==> src/rtl/axi_read_channel.sv <==
// AXI4 read master: issues one INCR burst per start request and forwards the
// returned R beats, registered, into the downstream read-data FIFO.
module axi_read_channel #(
  parameter int C_M_AXI_ADDR_WIDTH = 32,
  parameter int C_M_AXI_DATA_WIDTH = 128,
  parameter int C_M_AXI_BURST_LEN  = 16
) (
  input  logic                          M_AXI_ACLK,
  input  logic                          M_AXI_ARESETN,
  input  logic                          start_single_burst_read,
  input  logic [C_M_AXI_ADDR_WIDTH-1:0] burst_addr,
  output logic [C_M_AXI_ADDR_WIDTH-1:0] axi_araddr,
  output logic [7:0]                    axi_arlen,
  output logic [2:0]                    axi_arsize,
  output logic [1:0]                    axi_arburst,
  output logic                          axi_arvalid,
  input  logic                          M_AXI_ARREADY,
  input  logic [C_M_AXI_DATA_WIDTH-1:0] M_AXI_RDATA,
  input  logic [1:0]                    M_AXI_RRESP,
  input  logic                          M_AXI_RLAST,
  input  logic                          M_AXI_RVALID,
  output logic                          axi_rready,
  input  logic                          read_Fifo_ProgFull,
  output logic [C_M_AXI_DATA_WIDTH-1:0] ReadData,
  output logic                          ReadDataValid,
  output logic                          burst_read_active,
  output logic                          burst_read_done,
  output logic                          read_error
);

  localparam int IDX_W = $clog2(C_M_AXI_BURST_LEN) + 1;
  localparam logic [IDX_W-1:0] LAST_IDX = IDX_W'(C_M_AXI_BURST_LEN - 1);

  typedef enum logic [1:0] {IDLE, ADDR, DATA} state_t;

  state_t           state, state_nxt;
  logic [IDX_W-1:0] beat_idx;
  logic             arnext, rnext, start_ok, idx_last, resp_err, beat_err, burst_end;

  function automatic logic [IDX_W-1:0] sat_inc(input logic [IDX_W-1:0] v);
    return (v == LAST_IDX) ? v : v + 1'b1;
  endfunction

  assign axi_arlen   = 8'(C_M_AXI_BURST_LEN - 1);
  assign axi_arsize  = 3'($clog2(C_M_AXI_DATA_WIDTH / 8));
  assign axi_arburst = 2'b01;

  assign arnext    = axi_arvalid & M_AXI_ARREADY;
  assign rnext     = axi_rready & M_AXI_RVALID;
  assign start_ok  = start_single_burst_read & (state == IDLE);
  assign idx_last  = (beat_idx == LAST_IDX);
  // SLVERR and DECERR both have RRESP[1] set
  assign resp_err  = (M_AXI_RRESP == 2'b10) | (M_AXI_RRESP == 2'b11);
  assign beat_err  = resp_err | (M_AXI_RLAST & ~idx_last) | (~M_AXI_RLAST & idx_last);
  assign burst_end = rnext & (M_AXI_RLAST | idx_last);

  always_ff @(posedge M_AXI_ACLK or negedge M_AXI_ARESETN) begin
    if (!M_AXI_ARESETN) state <= IDLE;
    else                state <= state_nxt;
  end

  always_comb begin
    state_nxt = state;
    case (state)
      IDLE:    if (start_ok)  state_nxt = ADDR;
      ADDR:    if (arnext)    state_nxt = DATA;
      DATA:    if (burst_end) state_nxt = IDLE;
      default:                state_nxt = IDLE;
    endcase
  end

  // Only DATA may accept beats; prog-full threshold leaves slack for the in-flight beat
  always_comb begin
    axi_rready = (state == DATA) & ~read_Fifo_ProgFull;
  end

  always_ff @(posedge M_AXI_ACLK or negedge M_AXI_ARESETN) begin
    if (!M_AXI_ARESETN) begin
      axi_araddr        <= '0;
      axi_arvalid       <= 1'b0;
      ReadData          <= '0;
      ReadDataValid     <= 1'b0;
      burst_read_active <= 1'b0;
      burst_read_done   <= 1'b0;
      read_error        <= 1'b0;
      beat_idx          <= '0;
    end else begin
      ReadDataValid   <= rnext;
      burst_read_done <= burst_end;
      if (rnext) ReadData <= M_AXI_RDATA;
      if (start_ok) begin
        axi_araddr        <= burst_addr;
        axi_arvalid       <= 1'b1;
        burst_read_active <= 1'b1;
        read_error        <= 1'b0;
        beat_idx          <= '0;
      end else begin
        if (arnext) axi_arvalid <= 1'b0;
        if (rnext) begin
          beat_idx <= sat_inc(beat_idx);
          if (beat_err) read_error <= 1'b1;
        end
        if (burst_end) burst_read_active <= 1'b0;
      end
    end
  end

endmodule

==> config.mk <==
export PLATFORM = sky130hd
export DESIGN_NAME = axi_read_channel
export DESIGN_NICKNAME = d
export VERILOG_FILES = /design/src/rtl/axi_read_channel.sv
export SDC_FILE = /design/constraint.sdc
export NUM_CORES = 1
export LEC_CHECK = 0
export ABC_CLOCK_PERIOD_IN_PS = 2300
export BUFFER_PORTS_ARGS = -buffer_cell sky130_fd_sc_hd__buf_2
export CORE_MARGIN = 2
export CORE_UTILIZATION = 35
export DETAILED_ROUTE_END_ITERATION = 8
export GPL_TIMING_DRIVEN = 0
export PLACE_DENSITY = 0.62
export RECOVER_POWER = 50
export SETUP_SLACK_MARGIN = 0.15
export SYNTH_ARGS = -nofsm -noshare
export SYNTH_HDL_FRONTEND = slang
export SYNTH_SLANG_ARGS = --single-unit
==> constraint.sdc <==
create_clock -name M_AXI_ACLK -period 2.3 [get_ports M_AXI_ACLK]
set_clock_uncertainty 0.05 [all_clocks]
set_input_delay 0.115 -clock M_AXI_ACLK [delete_from_list [all_inputs] [get_ports M_AXI_ACLK]]
set_output_delay 0.115 -clock M_AXI_ACLK [all_outputs]
set_load 0.02 [all_outputs]
* Word-level counts from Yosys, hierarchy flattened
Cells that the tools add are included.
** Word-level totals
- Flip-flop bits (word level) :: 172
- Output and inout port bits :: 179
- Logic and storage cells :: 55
- Bits of input ports :: 169
** Cells by class
- Multiplexer cells :: 14
- Equal/unequal tests :: 9
- $add $sub $neg :: 1
- Bitwise logic cells :: 14
- Reductions and logical operators :: 8
** Operators with widths (count)
- 2-to-1 mux 5 bit :: 3
- inequality test 2 bit (second input constant) :: 4
- nonzero test 2 bit :: 4
- bitwise AND 1 bit :: 7
- 2-to-1 mux 1 bit :: 7
- == test 2 bit (second input constant) :: 3
- 2-to-1 mux 2 bit :: 3
- one-hot mux 2 bit (3 select lines) :: 1
- adder 5 x 1 -> 5 bit (second input constant) :: 1
- == test 5 x 4 -> 1 bit (second input constant) :: 1
- OR 1 bit :: 4
- AND reduction 2 bit :: 2
- NOT 1 bit :: 3
- AND reduction 3 bit :: 1
- == test 2 x 1 -> 1 bit (second input constant) :: 1
- logical NOT 2 bit :: 1

* Logic depth before layout (Yosys ltp)
Gate-level depths: netlist of the first run.
- Depth in word-level cells :: 8
- Depth in mapped cells :: 7
- Depth with buffers taken out :: 6

* Least setup slack after synthesis of the first run
No wires, ideal clock.
- Path type :: reg-to-reg
- Start :: reg beat_idx[0]
- End :: reg beat_idx[3]
- Data required time :: 2172 ps
- Period minus slack after synthesis :: 1769 ps
- Arrival :: 1641 ps
- Buffers on the path :: 0
- Setup time :: 78 ps
- Setup slack :: 531 ps
- Cell stages (with the launch flop) :: 6
- Path through :: dfrtp_1 -> ha_1 -> and3_1 -> ha_1 -> or4_1 -> a21oi_1
** On the way
- Word-level cells in the longest chain between the ends :: 4
- Elaborated cells between the ends (all ways) :: 7
- Those cells by class :: add/sub: 1; eq/ne: 2; mux: 3; reduce/logical: 1
** RTL lines
- start, declared :: RTL line 37 : logic [IDX_W-1:0] beat_idx;
- start signal, assigned :: RTL line 100 : beat_idx <= sat_inc(beat_idx);
- adder 5 x 1 -> 5 bit :: RTL line 41 : return (v == LAST_IDX) ? v : v + 1'b1;
- 2-to-1 mux 5 bit :: RTL line 41
- 2-to-1 mux 5 bit :: RTL line 99 : if (rnext) begin
- 2-to-1 mux 5 bit :: RTL line 91 : if (start_ok) begin
Parallel ways exist; a longest one is shown, timed or not. The select of a mux whose other input is x is not followed.
A chain may end at the register's enable or synchronous reset.

* Worst setup path after layout of the first run
Ends and elaborated chain as after synthesis.

==> results of run 1 <==
## worst max-delay path: stages, from the launching register on
cell     delay, ns
dfrtp_1       0.41
ha_1          0.23
and3_1        0.20
ha_1          0.28
or4_1         0.53
a21oi_1       0.15
## timing repair
item | CTS | global route
hold endpoints to repair | 248 | 0
hold buffers | 165 | 0
gates resized for setup | 0 | 0
## report_power, final
part	switching, mW	internal (mW)
registers	0.739	4.36
logic	3.37	1.40
clock network	1.25	1.60
total	5.36	7.36
## through the flow
step                TNS, ns  hold WS, ns  worst slack (ns)  instance area (sq um)
CTS                       0        0.233             0.389                  10900
detailed placement        0        0.105             0.401                   8680
global route              0        0.305             0.280                  10700
finish                    0        0.257             0.380                  10700
global placement    -305.01        0.253             -1.79                   8640
floorplan                 0       -0.231             0.531                   6680
## metal layers
layer | up-vias | wire [microns] | GRT usage [%]
li1 | 3285 | - | -
met1 | 3085 | 8580 | 24.9
met2 | 242 | 10800 | 37.0
met3 | 31 | 1380 | 5.57
met4 | 0 | 405 | 7.47
met5 | - | 0 | 0
## worst max path at each step
stage	start	to	slack, ns
5_1_grt	beat_idx[0]	beat_idx[3]	0.28
4_1_cts	beat_idx[0]	beat_idx[3]	0.39
3_3_place_gp	M_AXI_ARESETN	ReadData[100]	-1.79
3_5_place_dp	beat_idx[0]	beat_idx[3]	0.40
6_report	beat_idx[0]	beat_idx[3]	0.38
2_1_floorplan	beat_idx[0]	beat_idx[3]	0.53
## state kept, by name, indices dropped and copies added (netlist names)
name	count
ReadData	128
ReadDataValid	1
axi_araddr	32
axi_arvalid	1
beat_idx	5
burst_read_active	1
burst_read_done	1
read_error	1
state	2
## final cells by class
type,count,area share (%)
Buffer,49,2.47
Clock buffer,17,3.98
Clock inverter,12,1.34
Inverter,6,0.211
Multi-Input combinational cell,528,19.6
Sequential cell,172,40.3
Tap cell,234,2.74
Timing Repair Buffer,499,29.4
## cells by family after synthesis
logic type / Yosys count / synth area share (%)
AO/OA/AOI/OAI: 16 / 1.55
adder cells (fa/ha/maj): 3 / 0.565
buffers and inverters: 55 / 4.32
flip-flops: 172 / 64.8
other: 2 / 0.113
AND/OR/NAND/NOR: 496 / 28.6
## layout by cell type (no fill, tap or decap), types with 2 or more instances in the layout
| master | instances |
|---|---|
| buf_4 | 15 |
| o31ai_1 | 2 |
| clkbuf_16 | 17 |
| clkinvlp_4 | 5 |
| clkbuf_1 | 180 |
| dlygate4sd3_1 | 165 |
| ha_1 | 3 |
| o21ai_0 | 7 |
| nor2_1 | 6 |
| inv_1 | 5 |
| dfrtp_1 | 172 |
| nand2b_1 | 2 |
| bufinv_16 | 2 |
| buf_2 | 186 |
| inv_8 | 2 |
| o211ai_1 | 3 |
| nand2_1 | 481 |
| conb_1 | 13 |
==> flow_summary_export.csv, run 1 <==
group,metric,value,unit
layout,drive_above_1_share,18.3,%
global_route,grt_pass1_wl,33300,microns
die,initial_utilization,35.6,%
power,power_density,1190,mW/mm^2
logic_synthesis,synth_most_common_cell,"nand2_1",
layout,fin_nets,1445,
clock_tree,cts_setup_buffers,0,
die,die_x,142,microns
place,gp_congestion,0.781,
clock_tree,cts_root_buf,"clkbuf_16",
layout,final_cells,1517,
global_route,overflow,0,
layout,fin_util,57.3,%
layout,multiInputGateArea,0.00209,sq mm
run,drv_cap,0,
routing,drc_errors,0,
die,ioPinCount,348,
hold_path,min_to,"beat_idx[3]",
routing,ant_nets,0,
logic_synthesis,avgSynthCellArea,8.92,sq um
sta,period_share,83.5,%
sta,slew_viol_final,0,
critical_path,startpoint_type,"register",
critical_path,worstSetupPathType,"register to register",
outcome,outcome,"finished clean",
critical_path,r2r_slack,0.38,ns
layout,area_growth,60.9,%
logic_synthesis,ys.warnings.count,0,
logic_synthesis,synthArstFlopShare,100,%
power,power,12.7,mW
hold_path,hold_start,"M_AXI_RVALID",
layout,n_fill_cell,1702,
place,dpl.hpwl,14000,microns
power,irDropWorstVdd,0.561,mV
clock_tree,cts_tree,"built",
logic_synthesis,synth-seq-area-share,64.8,%
critical_path,r2r_cells,5,
routing,via_per_inst,4.38,
logic_synthesis,ys.flop_type,"dfrtp_1",
sta,max-slew-margin-rel,20.3,%
logic_synthesis,yosys.area.top_type,"dfrtp_1",
hold_path,min_path_type,"input pin to register",
power,leakagePower,5.67,nW
routing,routedWlPerCell,13.9,microns
clock_tree,cts.path.max_buffers,2,
critical_path,crit_required,2.60,ns
routing,vias,6643,
logic_synthesis,syn_area,0.00664,sq mm
logic_synthesis,synthCells,744,
critical_path,cp-end-kind,"register",
layout,diodes,0,
sta,grt_setup_unrepaired,"false",
critical_path,path_max_fanout,8,
layout,final-seq-area,0.00430,sq mm
global_route,grt_max_degree,90,
logic_synthesis,synth-edff-count,0,
global_route,grt_usage,21.0,%
global_route,antenna_found_initial,0,
sta,fmax,0.521,GHz
clock_tree,clkTransAtPathRegs,0.06,ns
clock_tree,clk-insertion-delay-late,0.42,ns
logic_synthesis,synth_top_cell_area_share,64.8,%
logic_synthesis,yosys-top-cells-count,"nand2_1 (481), dfrtp_1 (172), buf_2 (19)",
routing,dr.pass1.iters,4,
sta,min_period,1.92,ns
clock_tree,cts_buffers,17,
critical_path,critPathArrivalTime,2.22,ns
critical_path,worstReg2RegEnd,"beat_idx[3]",
die,rows,50,
routing,drt_wl_total,21100,microns
sta,final-setup-viol-count,0,
routing,first_iter_violations,295,
clock_tree,h-tree-depth,4,
global_route,grt_pass1_vias,6757,
die,die_h,142,microns
sta,hold_viol_final,0,
logic_synthesis,synth_area_leaders,"dfrtp_1 (65%), nand2_1 (27%), buf_4 (1.7%)",
hold_path,hold_depth,5,
logic_synthesis,synth_cell_types,25,
logic_synthesis,ys_ff_latch,172,
place,port_buffers,333,
sta,worst_pin_slew,1.20,ns
clock_tree,cts.sinks,172,
critical_path,timing.rr.start,"beat_idx[0]",
place,dp_cells,1323,
die,core-area,0.0186,sq mm
die,die-area,0.0201,sq mm
No activity file was read; power rests on OpenSTA's default activity.
==> inputs of run 2 (changes only) <==
--- a/config.mk
+++ b/config.mk
@@ -5,7 +5,7 @@
 export SDC_FILE = /design/constraint.sdc
 export NUM_CORES = 1
 export LEC_CHECK = 0
-export ABC_CLOCK_PERIOD_IN_PS = 2300
+export ABC_CLOCK_PERIOD_IN_PS = 1800
 export BUFFER_PORTS_ARGS = -buffer_cell sky130_fd_sc_hd__buf_2
 export CORE_MARGIN = 2
 export CORE_UTILIZATION = 35
==> constraint.sdc (replaced) <==
create_clock -name M_AXI_ACLK -period 1.8 [get_ports M_AXI_ACLK]
set_clock_uncertainty 0.05 [all_clocks]
set_input_delay 0.09 -clock M_AXI_ACLK [delete_from_list [all_inputs] [get_ports M_AXI_ACLK]]
set_output_delay 0.09 -clock M_AXI_ACLK [all_outputs]
set_load 0.02 [all_outputs]
==> run 2 against run 1 <==
  * First-iteration DRC count fell by 4.7%
  * Non-clock buffer count grew 5
  * Sequential power rose by 28%
  * Critical endpoint unchanged
  * Critical path type unchanged
  * Die area is the same
  * Cell count rose by 0.46%
  * Sequential cell count is the same
==> flow_summary_export.csv, run 2 (synthesis results as in run 1) <==
group,metric,value,unit
die,ioPinCount,348,
critical_path,crit_slowest_cell,"dfrtp_1",
sta,period_share,88.6,%
routing,vias,6678,
global_route,gr-usage-met3,5.64,%
power,pwr-share-clk,24.2,%
die,rows,50,
global_route,grt_pass1_vias,6827,
clock_tree,h-tree-depth,4,
global_route,overflow,0,
clock_tree,cts.sinks,172,
sta,max-slew-margin-rel,56.6,%
global_route,top_usage_layer,"met2",
sta,finalWorstSetupSlack,0.206,ns
layout,fin_util,58.6,%
sta,min_period,1.59,ns
layout,fin_nets,1450,
power,power_density,1540,mW/mm^2
routing,dr.pass1.iters,6,
sta,hold_viol_final,0,
critical_path,worstSetupPathType,"register to register",
sta,slew_viol_final,0,
layout,largest_reg_flops,128,
power,irDropWorstVdd,0.905,mV
place,dp_cells,1323,
routing,via_per_inst,4.38,
critical_path,startpoint_type,"register",
critical_path,path_max_fanout,5,
power,switching_power,6.80,mW
routing,routedWlPerCell,14.0,microns
sta,worst_pin_slew,0.651,ns
routing,drc_errors,0,
die,core-area,0.0186,sq mm
global_route,grt_usage,21.0,%
clock_tree,cts_tree,"built",
critical_path,cp_slowest_stage_delay,0.39,ns
clock_tree,cts_root_buf,"clkbuf_16",
place,dpl.hpwl,13700,microns
place,port_buffers,333,
layout,area_growth,64.5,%
place,preCtsSetupSlack,-0.143,ns
power,pwr-share-seq,38.8,%
layout,n_fill_cell,1674,
layout,final_common_cell,"nand2_1",
routing,first_iter_violations,281,
global_route,use_met1,25.3,%
critical_path,cp-end-kind,"register",
layout,final_cells,1524,
routing,drt_wl_total,21300,microns
global_route,antenna_found_initial,0,
global_route,gr-usage-met2,35.7,%
place,gp_congestion,0.798,
die,die_h,142,microns
critical_path,worstPathCellList,"ha_2 > and3_4 > ha_4 > buf_4 > o31ai_2 > a21oi_1",
sta,setup_tns,0,ns
power,p_int,9.98,mW
clock_tree,cts_buffers,17,
clock_tree,clk-insertion-delay-late,0.42,ns
run,drv_cap,0,
power,leakagePower,5.79,nW
sta,final-setup-viol-count,0,
global_route,grt_max_degree,92,
routing,ant_nets,0,
global_route,grt_pass1_wl,33400,microns
die,initial_utilization,35.6,%
critical_path,critPathArrivalTime,1.84,ns
hold_path,min_path_type,"input pin to register",
outcome,outcome,"finished clean",
sta,grt_setup_unrepaired,"true",
critical_path,crit_required,2.05,ns
power,p_comb_share,37.1,%
clock_tree,cts.path.max_buffers,2,
layout,reg.largest.list,"ReadData: 128 flops, axi_araddr: 32 flops, beat_idx: 5 flops",
die,die-area,0.0201,sq mm
die,die_x,142,microns
sta,fmax,0.627,GHz
layout,drive_above_1_share,19.7,%
layout,layout_common_cells,"nand2_1 (481), buf_2 (173), clkbuf_1 (172)",
layout,top_register,"ReadData",
power,netSwitchingFraction,40.5,%
clock_tree,clkTransAtPathRegs,0.07,ns
run 2: layer usage:
metal | vias to the layer above | part of all wire [%]
met5 | - | 0
met1 | 3077 | 42
met2 | 249 | 49
li1 | 3300 | -
met4 | 0 | 3.0
met3 | 52 | 6.0
run 2: area by class of cell:
| cell class | instances | area [sq um] | area share [%] |
|---|---|---|---|
| sequential | 172 | 4310 | 39.4 |
| timing repair buffer | 504 | 3190 | 29.2 |
| multi-input combinational | 528 | 2110 | 19.4 |
| clock buffer | 20 | 457 | 4.18 |
| buffer | 49 | 350 | 3.21 |
| tap | 234 | 293 | 2.68 |
| clock inverter | 10 | 190 | 1.74 |
| inverter | 6 | 25.0 | 0.229 |
| antenna | 1 | 2.50 | 0.0229 |
run 2: worst paths after layout:
check	start	endpoint	slack (ns)	cells past startpoint
setup / recovery	beat_idx[1]	beat_idx[3]	0.21	6
hold / removal	start_single_burst_read	axi_araddr[1]	0.07	4
setup reg to reg	beat_idx[1]	beat_idx[3]	0.21	6
hold reg to reg	ReadData[125]	ReadData[125]	0.42	2
max in group asynchronous	M_AXI_ARESETN	ReadData[19]	0.62	3
min in group asynchronous	M_AXI_ARESETN	axi_araddr[15]	0.19	2
run 2: repair_timing:
action | 4_1_cts | 5_1_grt
hold buffers | 165 | 0
endpoints found under the setup margin | 129 | 125
resized for setup | 20 | 31
setup buffers | 4 | 1
cloned | 0 | 0
endpoints found under the hold margin | 246 | 0
pin swaps | 4 | 0
run 2: per-stage QoR:
step / total power [mW] / hold slack, ns / area [sq um]
after global placement: 12.6 / 0.229 / 8660
after CTS: 17.2 / 0.0557 / 11100
after detailed placement: 12.8 / 0.0694 / 8700
final: 16.8 / 0.0736 / 10900
after floorplan: 10.2 / -0.256 / 6700
after global routing: 17.8 / 0.0976 / 10900
run 2: critical path, delay by kind of cell, from the launching register on:
| kind | cells | cell delay [ns] |
|---|---|---|
| fa+ha+maj | 2 | 0.36 |
| compound gates | 2 | 0.35 |
| flops | 1 | 0.39 |
| buf+inv | 1 | 0.15 |
| simple gates | 1 | 0.19 |
run 2: power groups by stage:
| stage | sequential, mW | clock (mW) | combinational [mW] |
|---|---|---|---|
| finish | 6.51 | 4.05 | 6.21 |
| global route | 6.71 | 4.31 | 6.81 |
| CTS | 6.43 | 4.14 | 6.63 |
| detailed placement | 6.46 | 0 | 6.30 |
| global placement | 6.44 | 0 | 6.21 |
| floorplan | 8.59 | 0 | 1.60 |
